[src/rtl/lenet_pkg.sv]
// Shared LeNet constants and the conv-2 writeback state encoding.
package lenet_pkg;

  localparam int OUT_MAPS    = 16;
  localparam int OUT_PIX     = 100;
  localparam int ACC_W       = 32;
  localparam int DATA_W      = 16;
  localparam int FRAC_SHIFT  = 8;
  localparam int BIAS_BASE   = 4;
  localparam int OFM_ADDR_W  = 11;
  localparam int BIAS_ADDR_W = 7;

  localparam int MAP_W = $clog2(OUT_MAPS);
  localparam int PIX_W = $clog2(OUT_PIX);

  localparam logic [MAP_W-1:0] MAP_LAST = MAP_W'(OUT_MAPS - 1);
  localparam logic [PIX_W-1:0] PIX_LAST = PIX_W'(OUT_PIX - 1);

  typedef enum logic [2:0] {
    WB_IDLE,
    WB_BIAS_REQ,
    WB_BIAS_WAIT,
    WB_RUN,
    WB_DRAIN,
    WB_DONE
  } wb_state_t;

endpackage

[src/rtl/relu_sat_q.sv]
// Bias add at accumulator scale, then ReLU, rescale and saturate to storage width.
// The two halves are separate so a caller can register between them.
module relu_sat_q
  import lenet_pkg::*;
(
  input  logic signed [ACC_W-1:0]  i_acc,
  input  logic signed [DATA_W-1:0] i_bias,
  output logic signed [ACC_W:0]    o_sum,
  input  logic signed [ACC_W:0]    i_sum,
  output logic signed [DATA_W-1:0] o_q
);

  localparam logic signed [ACC_W:0] Q_MAX = (ACC_W+1)'((2 ** (DATA_W-1)) - 1);

  logic signed [ACC_W:0] w_acc_x;
  logic signed [ACC_W:0] w_bias_x;
  logic signed [ACC_W:0] w_shr;

  always_comb begin
    w_acc_x  = {i_acc[ACC_W-1], i_acc};
    w_bias_x = {{(ACC_W+1-DATA_W){i_bias[DATA_W-1]}}, i_bias};
    o_sum    = w_acc_x + (w_bias_x <<< FRAC_SHIFT);
  end

  always_comb begin
    w_shr = i_sum >>> FRAC_SHIFT;
    if (i_sum < 0) begin
      o_q = '0;
    end else if (w_shr > Q_MAX) begin
      o_q = Q_MAX[DATA_W-1:0];
    end else begin
      o_q = w_shr[DATA_W-1:0];
    end
  end

endmodule

[src/rtl/conv_2_writeback.sv]
// Conv layer-2 writeback: per-map bias fetch, 2-stage bias/ReLU/saturate pipeline,
// output feature-map BRAM writes and completion handshake to the LeNet sequencer.
//
// state        | meaning
// WB_IDLE      | waiting for a rising edge on wb_en
// WB_BIAS_REQ  | bias BRAM read issued for the current map
// WB_BIAS_WAIT | bias word returning, latched at end of cycle
// WB_RUN       | accepting accumulator beats for the current map
// WB_DRAIN     | last beat accepted, waiting for the pipeline to empty
// WB_DONE      | wb_finish held until wb_en drops
module conv_2_writeback
  import lenet_pkg::*;
(
  input  logic                   clk,
  input  logic                   rst,
  input  logic                   wb_en,
  input  logic                   acc_valid,
  input  logic [ACC_W-1:0]       acc_data,
  output logic                   acc_ready,
  output logic                   bias_bram_en,
  output logic [BIAS_ADDR_W-1:0] bias_bram_addr,
  input  logic [DATA_W-1:0]      bias_bram_dout,
  output logic                   ofm_bram_en,
  output logic                   ofm_bram_we,
  output logic [OFM_ADDR_W-1:0]  ofm_bram_addr,
  output logic [DATA_W-1:0]      ofm_bram_din,
  output logic                   wb_finish
);

  wb_state_t              r_state;
  logic                   r_wb_en_d;
  logic [MAP_W-1:0]       r_map;
  logic [PIX_W-1:0]       r_pix;
  logic [DATA_W-1:0]      r_bias;
  logic                   r_acc_ready;
  logic                   r_bias_en;
  logic [BIAS_ADDR_W-1:0] r_bias_addr;
  logic                   r_s1_valid;
  logic signed [ACC_W:0]  r_s1_sum;
  logic [MAP_W-1:0]       r_s1_map;
  logic [PIX_W-1:0]       r_s1_pix;
  logic                   r_ofm_en;
  logic [OFM_ADDR_W-1:0]  r_ofm_addr;
  logic [DATA_W-1:0]      r_ofm_din;
  logic                   r_finish;

  logic                   w_wb_en_p;
  logic                   w_accept;
  logic signed [ACC_W:0]  w_sum;
  logic signed [DATA_W-1:0] w_q;
  logic [OFM_ADDR_W-1:0]  w_ofm_addr;
  logic [MAP_W-1:0]       w_map_next;

  assign w_wb_en_p  = wb_en & ~r_wb_en_d;
  assign w_accept   = acc_valid & r_acc_ready;
  assign w_map_next = r_map + MAP_W'(1);
  assign w_ofm_addr = OFM_ADDR_W'(r_s1_map) * OFM_ADDR_W'(OUT_PIX) + OFM_ADDR_W'(r_s1_pix);

  relu_sat_q u_relu_sat_q (
    .i_acc  (acc_data),
    .i_bias (r_bias),
    .o_sum  (w_sum),
    .i_sum  (r_s1_sum),
    .o_q    (w_q)
  );

  always_ff @(posedge clk) begin
    if (rst) begin
      r_state     <= WB_IDLE;
      r_wb_en_d   <= 1'b0;
      r_map       <= '0;
      r_pix       <= '0;
      r_bias      <= '0;
      r_acc_ready <= 1'b0;
      r_bias_en   <= 1'b0;
      r_bias_addr <= '0;
      r_s1_valid  <= 1'b0;
      r_s1_sum    <= '0;
      r_s1_map    <= '0;
      r_s1_pix    <= '0;
      r_ofm_en    <= 1'b0;
      r_ofm_addr  <= '0;
      r_ofm_din   <= '0;
      r_finish    <= 1'b0;
    end else begin
      r_wb_en_d   <= wb_en;
      r_bias_en   <= 1'b0;
      r_bias_addr <= '0;

      // Tags ride with each beat so a map switch cannot disturb in-flight data.
      r_s1_valid <= w_accept;
      if (w_accept) begin
        r_s1_sum <= w_sum;
        r_s1_map <= r_map;
        r_s1_pix <= r_pix;
      end
      r_ofm_en   <= r_s1_valid;
      r_ofm_addr <= r_s1_valid ? w_ofm_addr : '0;
      r_ofm_din  <= r_s1_valid ? w_q : '0;

      if ((r_state != WB_IDLE) && !wb_en) begin
        r_state     <= WB_IDLE;
        r_map       <= '0;
        r_pix       <= '0;
        r_acc_ready <= 1'b0;
        r_s1_valid  <= 1'b0;
        r_ofm_en    <= 1'b0;
        r_ofm_addr  <= '0;
        r_ofm_din   <= '0;
        r_finish    <= 1'b0;
      end else begin
        case (r_state)
          WB_IDLE: begin
            if (w_wb_en_p) begin
              r_state     <= WB_BIAS_REQ;
              r_map       <= '0;
              r_pix       <= '0;
              r_bias_en   <= 1'b1;
              r_bias_addr <= BIAS_ADDR_W'(BIAS_BASE);
            end
          end
          WB_BIAS_REQ: begin
            r_state <= WB_BIAS_WAIT;
          end
          WB_BIAS_WAIT: begin
            r_bias      <= bias_bram_dout;
            r_state     <= WB_RUN;
            r_acc_ready <= 1'b1;
          end
          WB_RUN: begin
            if (w_accept) begin
              if (r_pix == PIX_LAST) begin
                r_pix       <= '0;
                r_acc_ready <= 1'b0;
                if (r_map == MAP_LAST) begin
                  r_state <= WB_DRAIN;
                end else begin
                  r_map       <= w_map_next;
                  r_state     <= WB_BIAS_REQ;
                  r_bias_en   <= 1'b1;
                  r_bias_addr <= BIAS_ADDR_W'(BIAS_BASE) + BIAS_ADDR_W'(w_map_next);
                end
              end else begin
                r_pix <= r_pix + PIX_W'(1);
              end
            end
          end
          WB_DRAIN: begin
            if (!r_s1_valid && !r_ofm_en) begin
              r_state  <= WB_DONE;
              r_finish <= 1'b1;
            end
          end
          WB_DONE: begin
            r_finish <= 1'b1;
          end
          default: begin
            r_state <= WB_IDLE;
          end
        endcase
      end
    end
  end

  assign acc_ready      = r_acc_ready;
  assign bias_bram_en   = r_bias_en;
  assign bias_bram_addr = r_bias_addr;
  assign ofm_bram_en    = r_ofm_en;
  assign ofm_bram_we    = r_ofm_en;
  assign ofm_bram_addr  = r_ofm_addr;
  assign ofm_bram_din   = r_ofm_din;
  assign wb_finish      = r_finish;

endmodule
[config.mk]
export PLATFORM = sky130hd
export DESIGN_NAME = conv_2_writeback
export DESIGN_NICKNAME = d
export VERILOG_FILES = /design/src/rtl/lenet_pkg.sv /design/src/rtl/relu_sat_q.sv /design/src/rtl/conv_2_writeback.sv
export SDC_FILE = /design/constraint.sdc
export NUM_CORES = 1
export LEC_CHECK = 0
export BUFFER_PORTS_ARGS = -buffer_cell sky130_fd_sc_hd__buf_2
export CORE_MARGIN = 10
export CORE_UTILIZATION = 60
export DETAILED_ROUTE_END_ITERATION = 12
export GPL_ROUTABILITY_DRIVEN = 0
export MAX_ROUTING_LAYER = met4
export PLACE_DENSITY = 0.84
export SKIP_LAST_GASP = 1
export SLEW_MARGIN = 20
export SYNTH_ARGS = -nofsm -noshare
export SYNTH_HDL_FRONTEND = slang
export SYNTH_SLANG_ARGS = --single-unit
[constraint.sdc]
create_clock -name clk -period 3.71 [get_ports clk]
set_input_delay 0.5565 -clock clk [delete_from_list [all_inputs] [get_ports clk]]
set_output_delay 0.5565 -clock clk [all_outputs]
set_load 0.01 [all_outputs]
### After elaboration in Yosys (flattened, before gate mapping)

Index checks and enable logic that the tools add are counted.

| storage, ports and cells | value |
|---|---|
| register bits after elaboration | 114 |
| latch bits | 0 |
| bits in writable memories | 0 |
| memory bits (read-only) | 0 |
| bits of input ports | 52 |
| output and inout bits | 39 |
| memories | 0 |

| operators by class | value |
|---|---|
| add/subtract/negate cells | 5 |
| multiply operators | 1 |
| divide/modulo/power cells | 0 |
| order comparisons | 2 |
| equal/unequal tests | 12 |
| shifts and indexed selects | 0 |
| multiplexer cells | 31 |
| bitwise logic cells | 6 |
| reductions and logical operators | 20 |

Operator list:

| kind | number |
|---|---|
| $add 32x24->33 | 1 |
| $lt 33x1->1 const B | 1 |
| $gt 25x16->1 const B | 1 |
| $mux 7 | 3 |
| $mux 3 | 6 |
| $pmux 3 s6 | 1 |
| $mux 4 | 4 |
| $mux 15 | 1 |
| $mux 5 | 3 |
| $pmux 7 s2 | 1 |
| $add 11x7->11 | 1 |
| $ne 2x2->1 const B | 5 |
| $pmux 5 s2 | 1 |
| $reduce_and 5->1 | 2 |
| $mul 4x5->9 const B | 1 |
| $pmux 4 s2 | 1 |
| $add 7x1->7 const B | 1 |
| $eq 7x7->1 const B | 1 |
| $mux 1 | 7 |
| $eq 3x2->1 const B | 2 |
| $eq 3x3->1 const B | 2 |
| $pmux 1 s2 | 3 |
| $reduce_and 3->1 | 2 |
| $reduce_bool 2->1 | 3 |
| 15 further kinds | 23 |

### Depth between registers and ports, before layout

| depth | value |
|---|---|
| word-level depth | 6 |
| mapped depth | 9 |
| depth with buffers taken out | 9 |

### By module

Synthesis repeated with hierarchy kept, for this count alone.

| unflattened totals | value |
|---|---|
| cell total of the unflattened synthesis | 739 |
| area total of the unflattened synthesis | 5,975.7 µm² |

By module, submodules not included:

| module | times used | cells each | area an instance (µm²) | seq. area each (µm²) |
|---|---|---|---|---|
| conv_2_writeback | 1 | 520 | 4,469.3 | 2,242.2 |
| relu_sat_q | 1 | 219 | 1,506.4 | 0.0 |

### Worst setup path before layout

Ideal clock, no wire load.

| path | value |
|---|---|
| path type | in2reg |
| start | input port acc_data[8] |
| end | register r_s1_sum[22] |
| setup time | 0.074 ns |
| arrival | 2.442 ns |
| path slack | 1.194 ns |
| stages | 8 |
| path through | ha_1 fa_1 a211oi_1 o21ai_0 a21o_1 a211oi_1 o21ai_0 a31oi_1 |

| between the ends | value |
|---|---|
| cells in the longest elaborated chain, start to end | 1 |

RTL lines:

| item | line | source |
|---|---|---|
| from (decl) | conv_2_writeback.sv:18 | `input logic [ACC_W-1:0] acc_data,` |
| $add 32x24->33 | relu_sat_q.sv:22 | `o_sum = w_acc_x + (w_bias_x <<< FRAC_SHIFT);` |
| to (signal assigned) | conv_2_writeback.sv:93 | `r_s1_sum <= w_sum;` |
| to (decl) | conv_2_writeback.sv:39 | `logic signed [ACC_W:0] r_s1_sum;` |

No other way between the ends.
A chain may end at the register's enable or synchronous reset.

### Worst setup path after layout

| path | value |
|---|---|
| start | register r_bias[0] |
| end | register r_s1_sum[22] |

| between the ends | value |
|---|---|
| cells in the longest elaborated chain, start to end | 1 |

RTL lines:

| item | line | source |
|---|---|---|
| from (decl) | conv_2_writeback.sv:34 | `logic [DATA_W-1:0] r_bias;` |
| from (signal assigned) | conv_2_writeback.sv:126 | `r_bias <= bias_bram_dout;` |
| $add 32x24->33 | relu_sat_q.sv:22 |  |

No other way between the ends.

==> qor_table.md <==
| Quantity | This run | Unit |
|---|---|---|
| Result of the run | complete, no violations | - |
| CP max stage cell | sky130_fd_sc_hd__fa_1 | - |
| Leak | 2.704 | nW |
| Vias in the first global route | 4809 | - |
| Endpoint, Worst Hold | r_bias[14] | - |
| Cell Area, Synth | 5459 | um2 |
| Pin count of the biggest net entering global routing | 37 | - |
| Die Width | 115.4 | um |
| Fraction of final layout cells sized beyond drive strength 1 | 15.17 | % |
| Pwr dens | 382.3 | nW/um2 |
| Die Footprint | 13310 | um2 |
| Worst-margin pin slew | 998.4 | ps |
| Share of the yosys chip area belonging to registers | 38.14 | % |
| Clock transition at the registers of the reported paths | 110 | ps |
| HPWL after DPL | 9744 | um |
| Clock period minus final worst setup slack | 2638 | ps |
| Share of the cycle needed by the critical path after routing | 71.11 | % |
| Family with the most delay on the worst path | compound AO/OA/AOI/OAI gates | - |
| Seq cells post-synth | 104 | - |
| Final setup viols | 0 | - |
| Layout Skew | 10.87 | ps |
| Register-to-register path setup slack | 1070 | ps |
| Worst path required time | 4030 | ps |
| Sequence of cells on the critical path | ha_1, fa_1, a211oi_1, o21ai_0, a21o_1, a211oi_1, o21ai_0, a31oi_1 | - |
| Post-layout util | 69.12 | % |
| Diodes inserted | 0 | - |
| Average wire length per cell after detail routing | 15.59 | um |
| Hold Violations, Final | 0 | - |
| Total number of yosys warnings | 0 | - |
| Accumulated negative setup slack | 0 | ps |
| Starting density of the core | 61.99 | % |
| Initial antenna violation count | 0 | - |
| Drt via density | 5.986 | - |
| Port Buffer Count | 80 | - |
| Part of the power in registers | 51.6 | % |
| Unique cell type count in the Yosys netlist | 62 | - |
| Switching share of total power | 32.24 | % |
| Worst min-delay path category | input pin to flop | - |
| Maximum fanout along the worst path | 4 | - |
| Depth of the worst register-to-register path | 8 | - |
| Post-CTS Repair Setup Buffers | 0 | - |
| Count of antenna-violating nets left after detailed routing | 0 | - |
| Top Ports | 91 | - |
| Max Freq | 379.1 | MHz |
| Crit. End Element | flop | - |
| Worst IR Drop VDD | 0.1992 | mV |
| Core area | 8806 | um2 |
| Start of the worst register-to-register path | r_bias[0] | - |
| Clock network fraction of design power | 29.6 | % |
| Most used flip-flop cell after synthesis | sky130_fd_sc_hd__dfxtp_1 | - |
| R2R Path End | r_s1_sum[22] | - |
| Part of the total power dissipated in combinational logic | 18.8 | % |
| Unrepaired setup endpoints after global routing | no | - |
| Wire length after detailed routing | 12990 | um |
| Deepest level of the CTS H-tree | 3 | - |
| Placement row count | 34 | - |
| Post-route DRC | 0 | - |
| TritonCTS sink count | 104 | - |
| Insertion delay of the later-clocked pin in the worst-skew pair | 380 | ps |
| Total internal power | 0.001577 | W |
| Iteration-0 DRC Markers | 274 | - |
| MaxCap Viol Count | 0 | - |
| Buffering stage count on the worst path with inverters included | 0 | - |
| Number of synthesized flops with an enable pin | 0 | - |
| Critical path startpoint category | flop | - |
| Mean area per synthesized cell | 8.347 | um2 |
| CTS max path bufs | 2 | - |
| Hold buffers post-CTS | 0 | - |
| Cell count after synthesis | 654 | - |
| Largest stage delay on the critical path | 430 | ps |
| Crit path DAT | 2960 | ps |
| # nets final | 816 | - |
| Commonest cells after routing, fill and taps aside | sky130_fd_sc_hd__dfxtp_1, sky130_fd_sc_hd__nand2_1, sky130_fd_sc_hd__buf_2 | - |
| Worst setup path class | flop to flop | - |
| Overall track demand over capacity in global routing | 19.73 | % |
| Wire length of the first global-routing pass | 21470 | um |
| Hold Path Origin | bias_bram_dout[14] | - |
| Worst-case headroom to the max-slew limit | 32.57 | % |
| Most common cell after layout, fill and taps aside | sky130_fd_sc_hd__dfxtp_1 | - |
| Slew Limit Fails | 0 | - |
| Power dissipated by switching net loads | 0.0007503 | W |
| TritonCTS clock tree | yes | - |
| Number of CTS-inserted buffers | 9 | - |
| Post-synthesis to final-layout area growth | 11.51 | % |
| Vias | 4986 | - |
| Overflow after GRT | 0 | - |
| Async set or reset register ratio after synthesis | 0 | % |
| Number of cells traversed by the worst hold path | 3 | - |
| Count of instances resized after the clock tree is built | 0 | - |
| Vertical extent of the die | 115.4 | um |
| Number of iterations in the first detailed-routing pass | 5 | - |
| Library cell used as clock root buffer | sky130_fd_sc_hd__clkbuf_8 | - |
| Fill count | 744 | - |
## metrics by stage
stage	std cells	power (W)	hold WS [ps]	setup WS, ps	instance area, um2
floorplan	656	0.001536	431.9	1194	5466
global placement	817	0.001636	442.1	835.2	5897
detailed placement	817	0.001656	448.5	785.0	5897
CTS	833	0.002317	398.5	1128	6087
global route	833	0.002432	392.3	875.8	6087
finish	833	0.002327	392.8	1072	6087
## state kept, by name, summed over array words and instances, names as in the netlist, 3 cells and up
name            cells
ofm_bram_din       16
r_s1_pix            7
r_state             3
bias_bram_addr      5
r_map               4
r_bias             16
r_pix               7
r_s1_sum           25
r_s1_map            4
ofm_bram_addr      11
## layout make-up
cell class	count	area, um2	area share (%)
Clock buffer	9	123.9	2.035
Tap cell	108	135.1	2.220
Inverter	16	60.06	0.9866
Timing Repair Buffer	84	430.4	7.071
Sequential cell	104	2082	34.20
Multi-Input combinational cell	505	3189	52.39
Clock inverter	7	66.31	1.089
## worst reg2reg max path, stage by stage (launching register included)
cell and delay (ps):
sky130_fd_sc_hd__dfxtp_1 330, sky130_fd_sc_hd__ha_1 220, sky130_fd_sc_hd__fa_1 430, sky130_fd_sc_hd__a211oi_1 340, sky130_fd_sc_hd__o21ai_0 250, sky130_fd_sc_hd__a21o_1 240
sky130_fd_sc_hd__a211oi_1 410, sky130_fd_sc_hd__o21ai_0 170, sky130_fd_sc_hd__a31oi_1 180
## worst max path at each step
stage,startpoint,endpoint,slack (ps),cells after the start
4_1_cts,r_bias[0],r_s1_sum[22],1130,8
3_5_place_dp,acc_data[8],r_s1_sum[22],790,9
2_1_floorplan,acc_data[8],r_s1_sum[22],1190,8
6_report,r_bias[0],r_s1_sum[22],1070,8
5_1_grt,r_bias[0],r_s1_sum[22],880,8
3_3_place_gp,acc_data[8],r_s1_sum[22],840,9
## cells by family after synthesis
logic type	Yosys count	synth area share [%]
AO/OA/AOI/OAI	198	23.52
XOR/XNOR	18	2.888
adder cells (fa/ha/maj)	44	10.50
buffers and inverters	47	3.575
flip-flops	104	38.14
multiplexers	2	0.3667
other	1	0.06869
AND/OR/NAND/NOR	240	20.95
## power groups by stage
| stage | Sequential [W] | Clock [W] | Combinational [W] |
|---|---|---|---|
| 4_1_cts | 0.00120 | 0.000683 | 0.000435 |
| 2_1_floorplan | 0.00121 | 0 | 0.000324 |
| 3_3_place_gp | 0.00122 | 0 | 0.000416 |
| 6_report | 0.00120 | 0.000688 | 0.000439 |
| 3_5_place_dp | 0.00122 | 0 | 0.000431 |
| 5_1_grt | 0.00121 | 0.000732 | 0.000494 |
## synth_stat cells, types with 8 or more instances
library cell | count | share of area (%)
sky130_fd_sc_hd__ha_1 | 41 | 9.4
sky130_fd_sc_hd__a211oi_1 | 10 | 1.4
sky130_fd_sc_hd__o21ai_0 | 28 | 2.6
sky130_fd_sc_hd__a21o_1 | 17 | 2.3
sky130_fd_sc_hd__a21oi_1 | 69 | 6.3
sky130_fd_sc_hd__clkbuf_1 | 19 | 1.3
sky130_fd_sc_hd__and3_1 | 16 | 1.8
sky130_fd_sc_hd__nor3_1 | 16 | 1.5
sky130_fd_sc_hd__inv_1 | 15 | 1.0
sky130_fd_sc_hd__nor2_1 | 47 | 3.2
sky130_fd_sc_hd__nand2_1 | 93 | 6.4
sky130_fd_sc_hd__nand3_1 | 16 | 1.5
sky130_fd_sc_hd__xnor2_1 | 12 | 1.9
sky130_fd_sc_hd__dfxtp_1 | 104 | 38
sky130_fd_sc_hd__or3_1 | 8 | 0.92
sky130_fd_sc_hd__o21a_1 | 22 | 3.0
## per-layer routing
| metal | track usage (%) | vias up | share of wire [%] |
|---|---|---|---|
| met4 | 6.757 | 0 | 1.2 |
| li1 | - | 2486 | - |
| met5 | - | - | 0 |
| met1 | 23.42 | 2321 | 45 |
| met3 | 3.542 | 18 | 5.4 |
| met2 | 32.91 | 161 | 48 |
Note: power is estimated with default switching activity, not from simulation.
